<file path="config.mk">
export PLATFORM = sky130hd
export DESIGN_NAME = mul_job_ctrl_flat
export DESIGN_NICKNAME = d
export VERILOG_FILES = /design/src/rtl/mul_job_ctrl_if.sv /design/src/rtl/mul_job_ctrl.sv /design/src/flat_wrapper.sv
export SDC_FILE = /design/constraint.sdc
export NUM_CORES = 1
export LEC_CHECK = 0
export ABC_AREA = 0
export CORE_UTILIZATION = 54
export DETAILED_ROUTE_END_ITERATION = 10
export PLACE_DENSITY = 0.85
export SYNTH_ARGS = -nofsm -noshare
export SYNTH_HDL_FRONTEND = slang
export SYNTH_SLANG_ARGS = --single-unit
</file>
<file path="constraint.sdc">
create_clock -name clk_i -period 3.8 [get_ports clk_i]
set_input_delay 0.76 -clock clk_i [delete_from_list [all_inputs] [get_ports clk_i]]
set_output_delay 0.76 -clock clk_i [all_outputs]
set_load 0.005 [all_outputs]
</file>
<file path="src/rtl/mul_job_ctrl_if.sv">
// Handshake and multiplier-core signal bundle for mul_job_ctrl.
// slave is the sequencer's view; master is the producer/consumer/core side.
interface mul_job_ctrl_if;
  logic        in_valid;
  logic        in_ready;
  logic [15:0] in_a;
  logic [15:0] in_b;
  logic [15:0] mul_a;
  logic [15:0] mul_b;
  logic        mul_load;
  logic        mul_wait;
  logic        mul_ready;
  logic [31:0] mul_result;
  logic        out_valid;
  logic        out_ready;
  logic [31:0] out_result;
  logic        out_err;
  logic        busy;

  modport slave (
    input  in_valid, in_a, in_b, mul_wait, mul_ready, mul_result, out_ready,
    output in_ready, mul_a, mul_b, mul_load, out_valid, out_result, out_err, busy
  );

  modport master (
    output in_valid, in_a, in_b, mul_wait, mul_ready, mul_result, out_ready,
    input  in_ready, mul_a, mul_b, mul_load, out_valid, out_result, out_err, busy
  );
endinterface

</file>
<file path="src/rtl/mul_job_ctrl.sv">
// Operand FIFO + one-job-at-a-time sequencer around the shift-and-add multiplier; result in t+3+k (bypass/error t+2).
// IN_READY drops when the FIFO is full; OUT_RESULT/OUT_ERR hold until OUT_READY.
module mul_job_fifo #(
  parameter int DEPTH = 4,
  parameter int W     = 32
) (
  input  logic         clk_i,
  input  logic         rst_i,
  input  logic         push_i,
  input  logic [W-1:0] push_dat_i,
  input  logic         pop_i,
  output logic [W-1:0] pop_dat_o,
  output logic         full_o,
  output logic         empty_o
);
  localparam int AW = $clog2(DEPTH);

  logic [W-1:0] mem_q [DEPTH];
  logic [AW:0]  wr_q, rd_q;

  always_ff @(posedge clk_i or posedge rst_i) begin
    if (rst_i) begin
      wr_q <= '0;
      rd_q <= '0;
    end else begin
      if (push_i) wr_q <= wr_q + (AW+1)'(1);
      if (pop_i)  rd_q <= rd_q + (AW+1)'(1);
    end
  end

  always_ff @(posedge clk_i) begin
    if (push_i) mem_q[wr_q[AW-1:0]] <= push_dat_i;
  end

  assign pop_dat_o = mem_q[rd_q[AW-1:0]];
  assign empty_o   = (wr_q == rd_q);
  assign full_o    = (wr_q[AW] != rd_q[AW]) && (wr_q[AW-1:0] == rd_q[AW-1:0]);
endmodule

module mul_job_ctrl #(
  parameter int DEPTH    = 4,
  parameter int WD_LIMIT = 17
) (
  input  logic               clk_i,
  input  logic               rst_i,
  mul_job_ctrl_if.slave      job_if
);
  localparam int WW = $clog2(WD_LIMIT + 1);

  typedef enum logic [1:0] {IDLE, LAUNCH, RUN, OUT} state_t;

  state_t        state_q, state_d;
  logic [15:0]   a_q, a_d, b_q, b_d;
  logic [31:0]   res_q, res_d;
  logic          err_q, err_d;
  logic [WW-1:0] wd_q, wd_d;

  logic          push, pop, full, empty, launch_ok;
  logic [31:0]   head;
  logic [15:0]   head_lo, head_hi;

  assign push = job_if.in_valid & ~full;

  mul_job_fifo #(.DEPTH(DEPTH), .W(32)) u_fifo (
    .clk_i      (clk_i),
    .rst_i      (rst_i),
    .push_i     (push),
    .push_dat_i ({job_if.in_a, job_if.in_b}),
    .pop_i      (pop),
    .pop_dat_o  (head),
    .full_o     (full),
    .empty_o    (empty)
  );

  // Smaller operand goes to B: B path is limited to 15 bits and its MSB sets the iteration count.
  assign head_lo = (head[31:16] < head[15:0]) ? head[31:16] : head[15:0];
  assign head_hi = (head[31:16] < head[15:0]) ? head[15:0]  : head[31:16];

  // Operands are classified from the registered copy, so zero/range jobs spend
  // their LAUNCH cycle with MUL_LOAD held low.
  assign launch_ok = (b_q != 16'h0000) && !b_q[15];

  always_ff @(posedge clk_i or posedge rst_i) begin
    if (rst_i) begin
      state_q <= IDLE;
      a_q     <= '0;
      b_q     <= '0;
      res_q   <= '0;
      err_q   <= 1'b0;
      wd_q    <= '0;
    end else begin
      state_q <= state_d;
      a_q     <= a_d;
      b_q     <= b_d;
      res_q   <= res_d;
      err_q   <= err_d;
      wd_q    <= wd_d;
    end
  end

  always_comb begin
    state_d = state_q;
    a_d     = a_q;
    b_d     = b_q;
    res_d   = res_q;
    err_d   = err_q;
    wd_d    = wd_q;
    pop     = 1'b0;
    case (state_q)
      IDLE: begin
        if (!empty) begin
          pop     = 1'b1;
          a_d     = head_hi;
          b_d     = head_lo;
          state_d = LAUNCH;
        end
      end
      LAUNCH: begin
        if (launch_ok) begin
          wd_d    = '0;
          state_d = RUN;
        end else begin
          res_d   = '0;
          err_d   = b_q[15];
          state_d = OUT;
        end
      end
      RUN: begin
        // A stalled core (MUL_WAIT low, no MUL_READY) is only ended by the watchdog.
        if (job_if.mul_ready) begin
          res_d   = job_if.mul_result;
          err_d   = 1'b0;
          state_d = OUT;
        end else if (wd_q == WW'(WD_LIMIT - 1)) begin
          res_d   = '0;
          err_d   = 1'b1;
          state_d = OUT;
        end else begin
          wd_d = wd_q + WW'(1);
        end
      end
      OUT: begin
        if (job_if.out_ready) state_d = IDLE;
      end
      default: state_d = IDLE;
    endcase
  end

  assign job_if.in_ready   = ~full;
  assign job_if.mul_a      = a_q;
  assign job_if.mul_b      = b_q;
  assign job_if.mul_load   = ((state_q == LAUNCH) && launch_ok) || (state_q == RUN);
  assign job_if.out_valid  = (state_q == OUT);
  assign job_if.out_result = res_q;
  assign job_if.out_err    = err_q;
  assign job_if.busy       = (state_q != IDLE) || !empty;
endmodule

</file>
<file path="src/flat_wrapper.sv">
// flat-port wrapper written by rule: the top's interface ports become plain ports
module mul_job_ctrl_flat 
#(
  parameter int DEPTH    = 4,
  parameter int WD_LIMIT = 17
)
  (clk_i, rst_i, job_if_in_valid, job_if_in_a, job_if_in_b, job_if_mul_wait, job_if_mul_ready, job_if_mul_result, job_if_out_ready, job_if_in_ready, job_if_mul_a, job_if_mul_b, job_if_mul_load, job_if_out_valid, job_if_out_result, job_if_out_err, job_if_busy);
  mul_job_ctrl_if job_if_i ();
  input  logic clk_i;
  input  logic rst_i;
  input wire logic [$bits(job_if_i.in_valid)-1:0] job_if_in_valid;
  input wire logic [$bits(job_if_i.in_a)-1:0] job_if_in_a;
  input wire logic [$bits(job_if_i.in_b)-1:0] job_if_in_b;
  input wire logic [$bits(job_if_i.mul_wait)-1:0] job_if_mul_wait;
  input wire logic [$bits(job_if_i.mul_ready)-1:0] job_if_mul_ready;
  input wire logic [$bits(job_if_i.mul_result)-1:0] job_if_mul_result;
  input wire logic [$bits(job_if_i.out_ready)-1:0] job_if_out_ready;
  output wire logic [$bits(job_if_i.in_ready)-1:0] job_if_in_ready;
  output wire logic [$bits(job_if_i.mul_a)-1:0] job_if_mul_a;
  output wire logic [$bits(job_if_i.mul_b)-1:0] job_if_mul_b;
  output wire logic [$bits(job_if_i.mul_load)-1:0] job_if_mul_load;
  output wire logic [$bits(job_if_i.out_valid)-1:0] job_if_out_valid;
  output wire logic [$bits(job_if_i.out_result)-1:0] job_if_out_result;
  output wire logic [$bits(job_if_i.out_err)-1:0] job_if_out_err;
  output wire logic [$bits(job_if_i.busy)-1:0] job_if_busy;
  assign job_if_i.in_valid = job_if_in_valid;
  assign job_if_i.in_a = job_if_in_a;
  assign job_if_i.in_b = job_if_in_b;
  assign job_if_i.mul_wait = job_if_mul_wait;
  assign job_if_i.mul_ready = job_if_mul_ready;
  assign job_if_i.mul_result = job_if_mul_result;
  assign job_if_i.out_ready = job_if_out_ready;
  assign job_if_in_ready = job_if_i.in_ready;
  assign job_if_mul_a = job_if_i.mul_a;
  assign job_if_mul_b = job_if_i.mul_b;
  assign job_if_mul_load = job_if_i.mul_load;
  assign job_if_out_valid = job_if_i.out_valid;
  assign job_if_out_result = job_if_i.out_result;
  assign job_if_out_err = job_if_i.out_err;
  assign job_if_busy = job_if_i.busy;
  mul_job_ctrl #(.DEPTH(DEPTH), .WD_LIMIT(WD_LIMIT)) u_core (.clk_i(clk_i), .rst_i(rst_i), .job_if(job_if_i));
endmodule
</file>
### After elaboration in Yosys (flattened, before gate mapping)

Memory sizes are Yosys's and may differ from the RTL's.
Cells that the tools add are included.

| word-level totals | value |
|---|---|
| memories kept | 1 |
| input bits | 70 |
| output and inout port bits | 69 |
| word-level logic and storage cells | 69 |
| RAM bits | 128 |
| flip-flop bits (word level) | 78 |

Memories:

| name | depth | width | rd ports | clocked after memory_dff | wr ports | line | text |
|---|---|---|---|---|---|---|---|
| u_core.u_fifo.mem_q | 4 | 32 | 1 | 0 | 1 | mul_job_ctrl.sv:18 | `logic [W-1:0] mem_q [DEPTH];` |

| cells by class | value |
|---|---|
| muxes and demuxes | 24 |
| order comparisons | 1 |
| equality and inequality tests | 14 |
| bitwise logic cells | 3 |
| add/subtract/negate cells | 3 |
| reductions and logical operators | 15 |

Operators by type and width:

| kind | count |
|---|---|
| $mux 32 | 3 |
| $pmux 32 s2 | 1 |
| $mux 16 | 2 |
| $lt 16x16->1 | 1 |
| $reduce_bool 16->1 | 1 |
| $mux 5 | 3 |
| $ne 2x2->1 const B | 5 |
| $pmux 5 s2 | 1 |
| $mux 1 | 8 |
| $mux 2 | 4 |
| $pmux 2 s4 | 1 |
| $add 3x1->3 const B | 2 |
| $reduce_and 3->1 | 2 |
| $add 5x1->5 const B | 1 |
| $eq 5x5->1 const B | 1 |
| $eq 2x2->1 const B | 2 |
| $reduce_and 4->1 | 1 |
| $reduce_bool 2->1 | 2 |
| $eq 3x3->1 | 1 |
| $logic_and 1x1->1 | 3 |
| $ne 3x2->1 const B | 1 |
| $eq 2x1->1 const B | 1 |
| $eq 2x2->1 | 1 |
| $logic_not 1->1 | 2 |
| other kinds (8) | 10 |

### Longest topological paths before layout

| depth | value |
|---|---|
| word-level depth | 6 |
| mapped depth | 11 |
| depth with buffers taken out | 8 |

### Cells and area by module

From an unflattened synthesis, not the netlist that was laid out.

| unflattened totals | value |
|---|---|
| cells, all modules | 642 |
| area total of the unflattened synthesis | 8809.7 µm² |

By module, submodules not included:

| module | cells each | sequential area each (µm²) | times used | area each (µm²) |
|---|---|---|---|---|
| mul_job_fifo | 199 | 3993.8 | 1 | 5017.3 |
| mul_job_ctrl | 443 | 1801.7 | 1 | 3792.4 |

### Worst setup path after synthesis

OpenSTA, ideal clock, no wires.

| path | value |
|---|---|
| kind | register to register |
| from | reg u_core.u_fifo.rd_q[0] |
| to | reg u_core.b_q[11], in the netlist u_core.job_if.mul_b[11] |
| period minus slack after synthesis | 3.053 ns |
| stages on the path, launching flop included | 11 |
| slack | 0.747 ns |
| data arrival time | 2.927 ns |
| buffers on the path | 3 |
| required time | 3.674 ns |
| setup time | 0.126 ns |
| path through | dfrtp_1 buf_6 buf_2 mux4_2 ha_1 nand4_1 or4_4 o221a_4 buf_6 a31oi_1 a21oi_1 |

| on the way | value |
|---|---|
| longest elaborated chain between the ends | 3 |
| elaborated cells between the ends (all ways) | 6 |
| those cells by class | order compare: 1; eq/ne: 1; mux: 1; bitwise: 1; reduce/logical: 1; memory: 1 |

Ends and longest elaborated chain:

| item | line | text |
|---|---|---|
| start, declared | mul_job_ctrl.sv:19 | `logic [AW:0] wr_q, rd_q;` |
| start signal, assigned | mul_job_ctrl.sv:27 | `if (pop_i) rd_q <= rd_q + (AW+1)'(1);` |
| $mem_v2 4x32 / $eq 3x3->1 (equally long branches) | -- |  |
| $lt 16x16->1 / $not 1->1 (equally long branches) | -- |  |
| $mux 16 / $reduce_and 2->1 (equally long branches) | -- |  |
| end signal, assigned | mul_job_ctrl.sv:87 | `b_q <= '0;` |
| end signal, assigned | mul_job_ctrl.sv:94 | `b_q <= b_d;` |
| end, declared | mul_job_ctrl.sv:53 | `logic [15:0] a_q, a_d, b_q, b_d;` |

Several ways; a longest one is shown, not always the timed one.
A chain may end at the register's enable or synchronous reset.

### Worst setup path after layout

| path | value |
|---|---|
| from | reg u_core.u_fifo.rd_q[0] |
| to | reg u_core.a_q[11], in the netlist u_core.job_if.mul_a[11] |

| on the way | value |
|---|---|
| longest elaborated chain between the ends | 3 |
| elaborated cells between the ends (all ways) | 6 |
| those cells by class | order compare: 1; eq/ne: 1; mux: 1; bitwise: 1; reduce/logical: 1; memory: 1 |

Ends and longest elaborated chain:

| item | line | text |
|---|---|---|
| $mem_v2 4x32 / $eq 3x3->1 (equally long branches) | -- |  |
| $lt 16x16->1 / $not 1->1 (equally long branches) | -- |  |
| $mux 16 / $reduce_and 2->1 (equally long branches) | -- |  |
| end signal, assigned | mul_job_ctrl.sv:86 | `a_q <= '0;` |
| end signal, assigned | mul_job_ctrl.sv:93 | `a_q <= a_d;` |
| end, declared | mul_job_ctrl.sv:53 |  |

Several ways; a longest one is shown, not always the timed one.

==> results_dict.tcl <==
set metrics [dict create \
    status "finished, final reports clean" \
    cts_buffers 21 \
    areaGrowthSynthToFinish_pct 25.5 \
    clock-sinks 206 \
    postRouteAntennaNets 0 \
    finalSetupViolCount 0 \
    grt_antenna_before_repair 0 \
    grt_pass1_vias 6295 \
    wl_per_cell_um 20.8 \
    core-area_sq_mm 0.0159 \
    fin_hold_ws_ns 0.483 \
    syn_nets 742 \
    hold_buffers 0 \
    ctsLongestPathBuffers 3 \
    drive_above_1_share 0.116 \
    cap_violations 0 \
    clock_latency_ns 0.49 \
    crit_type "flop to flop" \
    maxSlewHeadroom 0.137 \
    worstPathCellList "buf_4 -> mux4_2 -> inv_1 -> ha_1 -> a21oi_1 -> a211oi_1 -> o31ai_4 -> a31oi_1 -> a21oi_1" \
    grt_max_degree 79 \
    cpMostUsedCell "a21oi_1" \
    avgSynthCellArea_sq_um 13.7 \
    crit_family "compound AO/OA/AOI/OAI gates" \
    drt_first_pass_iters 5 \
    hold_path.class "flop to flop" \
    grt_setup_unrepaired "false" \
    htreeDepth 1 \
    syn_area_sq_mm 0.00882 \
    gp_congestion 0.900 \
    pin_count 139 \
    crit_path_max_incr_delay_ns 1.03 \
    synth_ff_type "edfxtp_1" \
    period_share 0.937 \
    grt.overflow.total 0 \
    grt_use_total 0.259 \
    finalPower_mw 10.2 \
    fin_worst_skew_ns 0.00812 \
    timing.final.ws_setup_ns 0.240 \
    crit_arrival_ns 3.96 \
    final_area_sq_mm 0.0111 \
    cts_tree "built" \
    cts_resized 0 \
    peakVddDrop_mv 0.537 \
    place_inst 978 \
    p_leak_nw 4.08 \
    post-dp-hpwl_um 14000 \
    critPathMaxFanout 32 \
    end_kind "flop" \
    io_buffers 137 \
    cts-root-buf "clkbuf_16" \
    place_area_sq_mm 0.0104 \
    yosysTopAreaCell "edfxtp_1" \
    grt_pass1_wl_um 32900 \
    final_cell_mix "clkdlybuf4s50_1, edfxtp_1, dfrtp_1" \
    max_freq_ghz 0.281 \
    utilization 0.695 \
    yosysUniqueCellTypes 51 \
    diodes 0 \
    seq_area_frac_synth 0.657 \
    synth_edf_count 128 \
    crit_buf_inv 2 \
    rows 46 \
    final_cells 1015 \
    drv_slew 0 \
    cp-start-kind "flop" \
    routed_wirelength_um 21200 \
    final-hold-violation-count 0 \
    fp.dieArea_sq_mm 0.0169 \
    fin_tns_setup_ns 0 \
    synthArstFlopShare 0.379 \
    synth-seq-cells 206 \
    syn_inst 645 \
    drtIter0Drc 565 \
    synth.top_cell.area_share 0.436 \
    via_per_inst 6.05 \
    drc 0 \
    cpMaxStageDelayCell "o31ai_4" \
    path_clk_slew_ns 0.06 \
    dpl_worst_slack_ns 0.309 \
    p_per_area_mw_per_mm2 920 \
    tightest_slew_ns 1.29 \
    post_synth_main_area_contributors "edfxtp_1, dfrtp_1, mux4_2" \
    vias 6144 \
    layout_commonest_cell "clkdlybuf4s50_1" \
    yosysWarnings 0 \
    dieWidth_um 130 \
    die_h_um 130 \
    fin_nets 882 \
    post_cts_buffers 0 \
    start_util 0.553 \
    cp.required_ns 4.20 \
    period_needed_ns 3.56 \
]
report_power, final:
group          internal [mW]  switching [mW]
clock                   1.10           0.813
combinational           2.01            2.72
sequential              3.14           0.417
total                   6.24            3.95
state kept, by name (all words and copies together), names as in the netlist:
signal and flops:
u_core.u_fifo.mem_q 128, u_core.job_if.out_result 32, u_core.job_if.mul_a 16, u_core.job_if.mul_b 16, u_core.wd_q 5, u_core.u_fifo.rd_q 3
u_core.u_fifo.wr_q 3, u_core.state_q 2, u_core.job_if.out_err 1
Yosys cell counts (3+ instances only):
library cell and count:
edfxtp_1 128, dfrtp_1 78, nand2_1 73, a21oi_1 42
nor2_1 38, o21ai_0 34, o21ai_1 34, a31oi_1 32
mux4_2 32, ha_1 27, inv_1 24, clkbuf_1 17
buf_2 15, nand3_1 6, xnor2_1 6, and3_1 4
buf_6 4, nand4_1 4, nor4_1 4, and2_1 3
mux2_1 3, nor3_1 3, o21a_1 3
cells by family (layout without fill, tap and decap cells):
family	Yosys count	after routing	share of synthesized area
AND/OR/NAND/NOR	142	142	0.0701
AO/OA/AOI/OAI	162	162	0.106
adder cells (fa/ha/maj)	27	27	0.0383
multiplexers	38	38	0.0891
XOR/XNOR	7	7	0.00695
flip-flops	206	206	0.657
buffers and inverters	63	217	0.0323
worst paths after layout:
kind | cells after the start | slack [ns] | to | from
setup / recovery | 9 | 0.24 | u_core.job_if.mul_a[11] | u_core.u_fifo.rd_q[0]
setup reg to reg | 9 | 0.24 | u_core.job_if.mul_a[11] | u_core.u_fifo.rd_q[0]
hold reg to reg | 2 | 0.48 | u_core.job_if.out_err | u_core.job_if.out_err
hold / removal | 2 | 0.48 | u_core.job_if.out_err | u_core.job_if.out_err
max in group asynchronous | 3 | 2.15 | u_core.u_fifo.rd_q[1] | rst_i
min in group asynchronous | 3 | 0.90 | u_core.job_if.out_result[18] | rst_i
worst reg2reg max path, cell delays in order (launching register included):
cell      delay (ns)
dfrtp_2         0.38
buf_4           0.30
mux4_2          0.62
inv_1           0.09
ha_1            0.25
a21oi_1         0.17
a211oi_1        0.14
o31ai_4         1.04
a31oi_1         0.24
a21oi_1         0.26
cell type report:
cell class              instances  area [sq um]
flip-flops and latches        206          5800
clock inverters                10          55.1
fillers                      1018          4870
clock buffers                  27           589
well taps                     216           270
inverters                      26          97.6
multi-input cells             376          2750
repair buffers                154          1510
routing by layer:
metal | GRT usage | vias to the layer above | share of wire
met5 | 0 | - | 0
met4 | 0.118 | 0 | 0.040
met3 | 0.0562 | 70 | 0.11
met2 | 0.442 | 434 | 0.49
met1 | 0.318 | 2946 | 0.37
li1 | - | 2694 | -
Power figures use the tool's default switching activity.
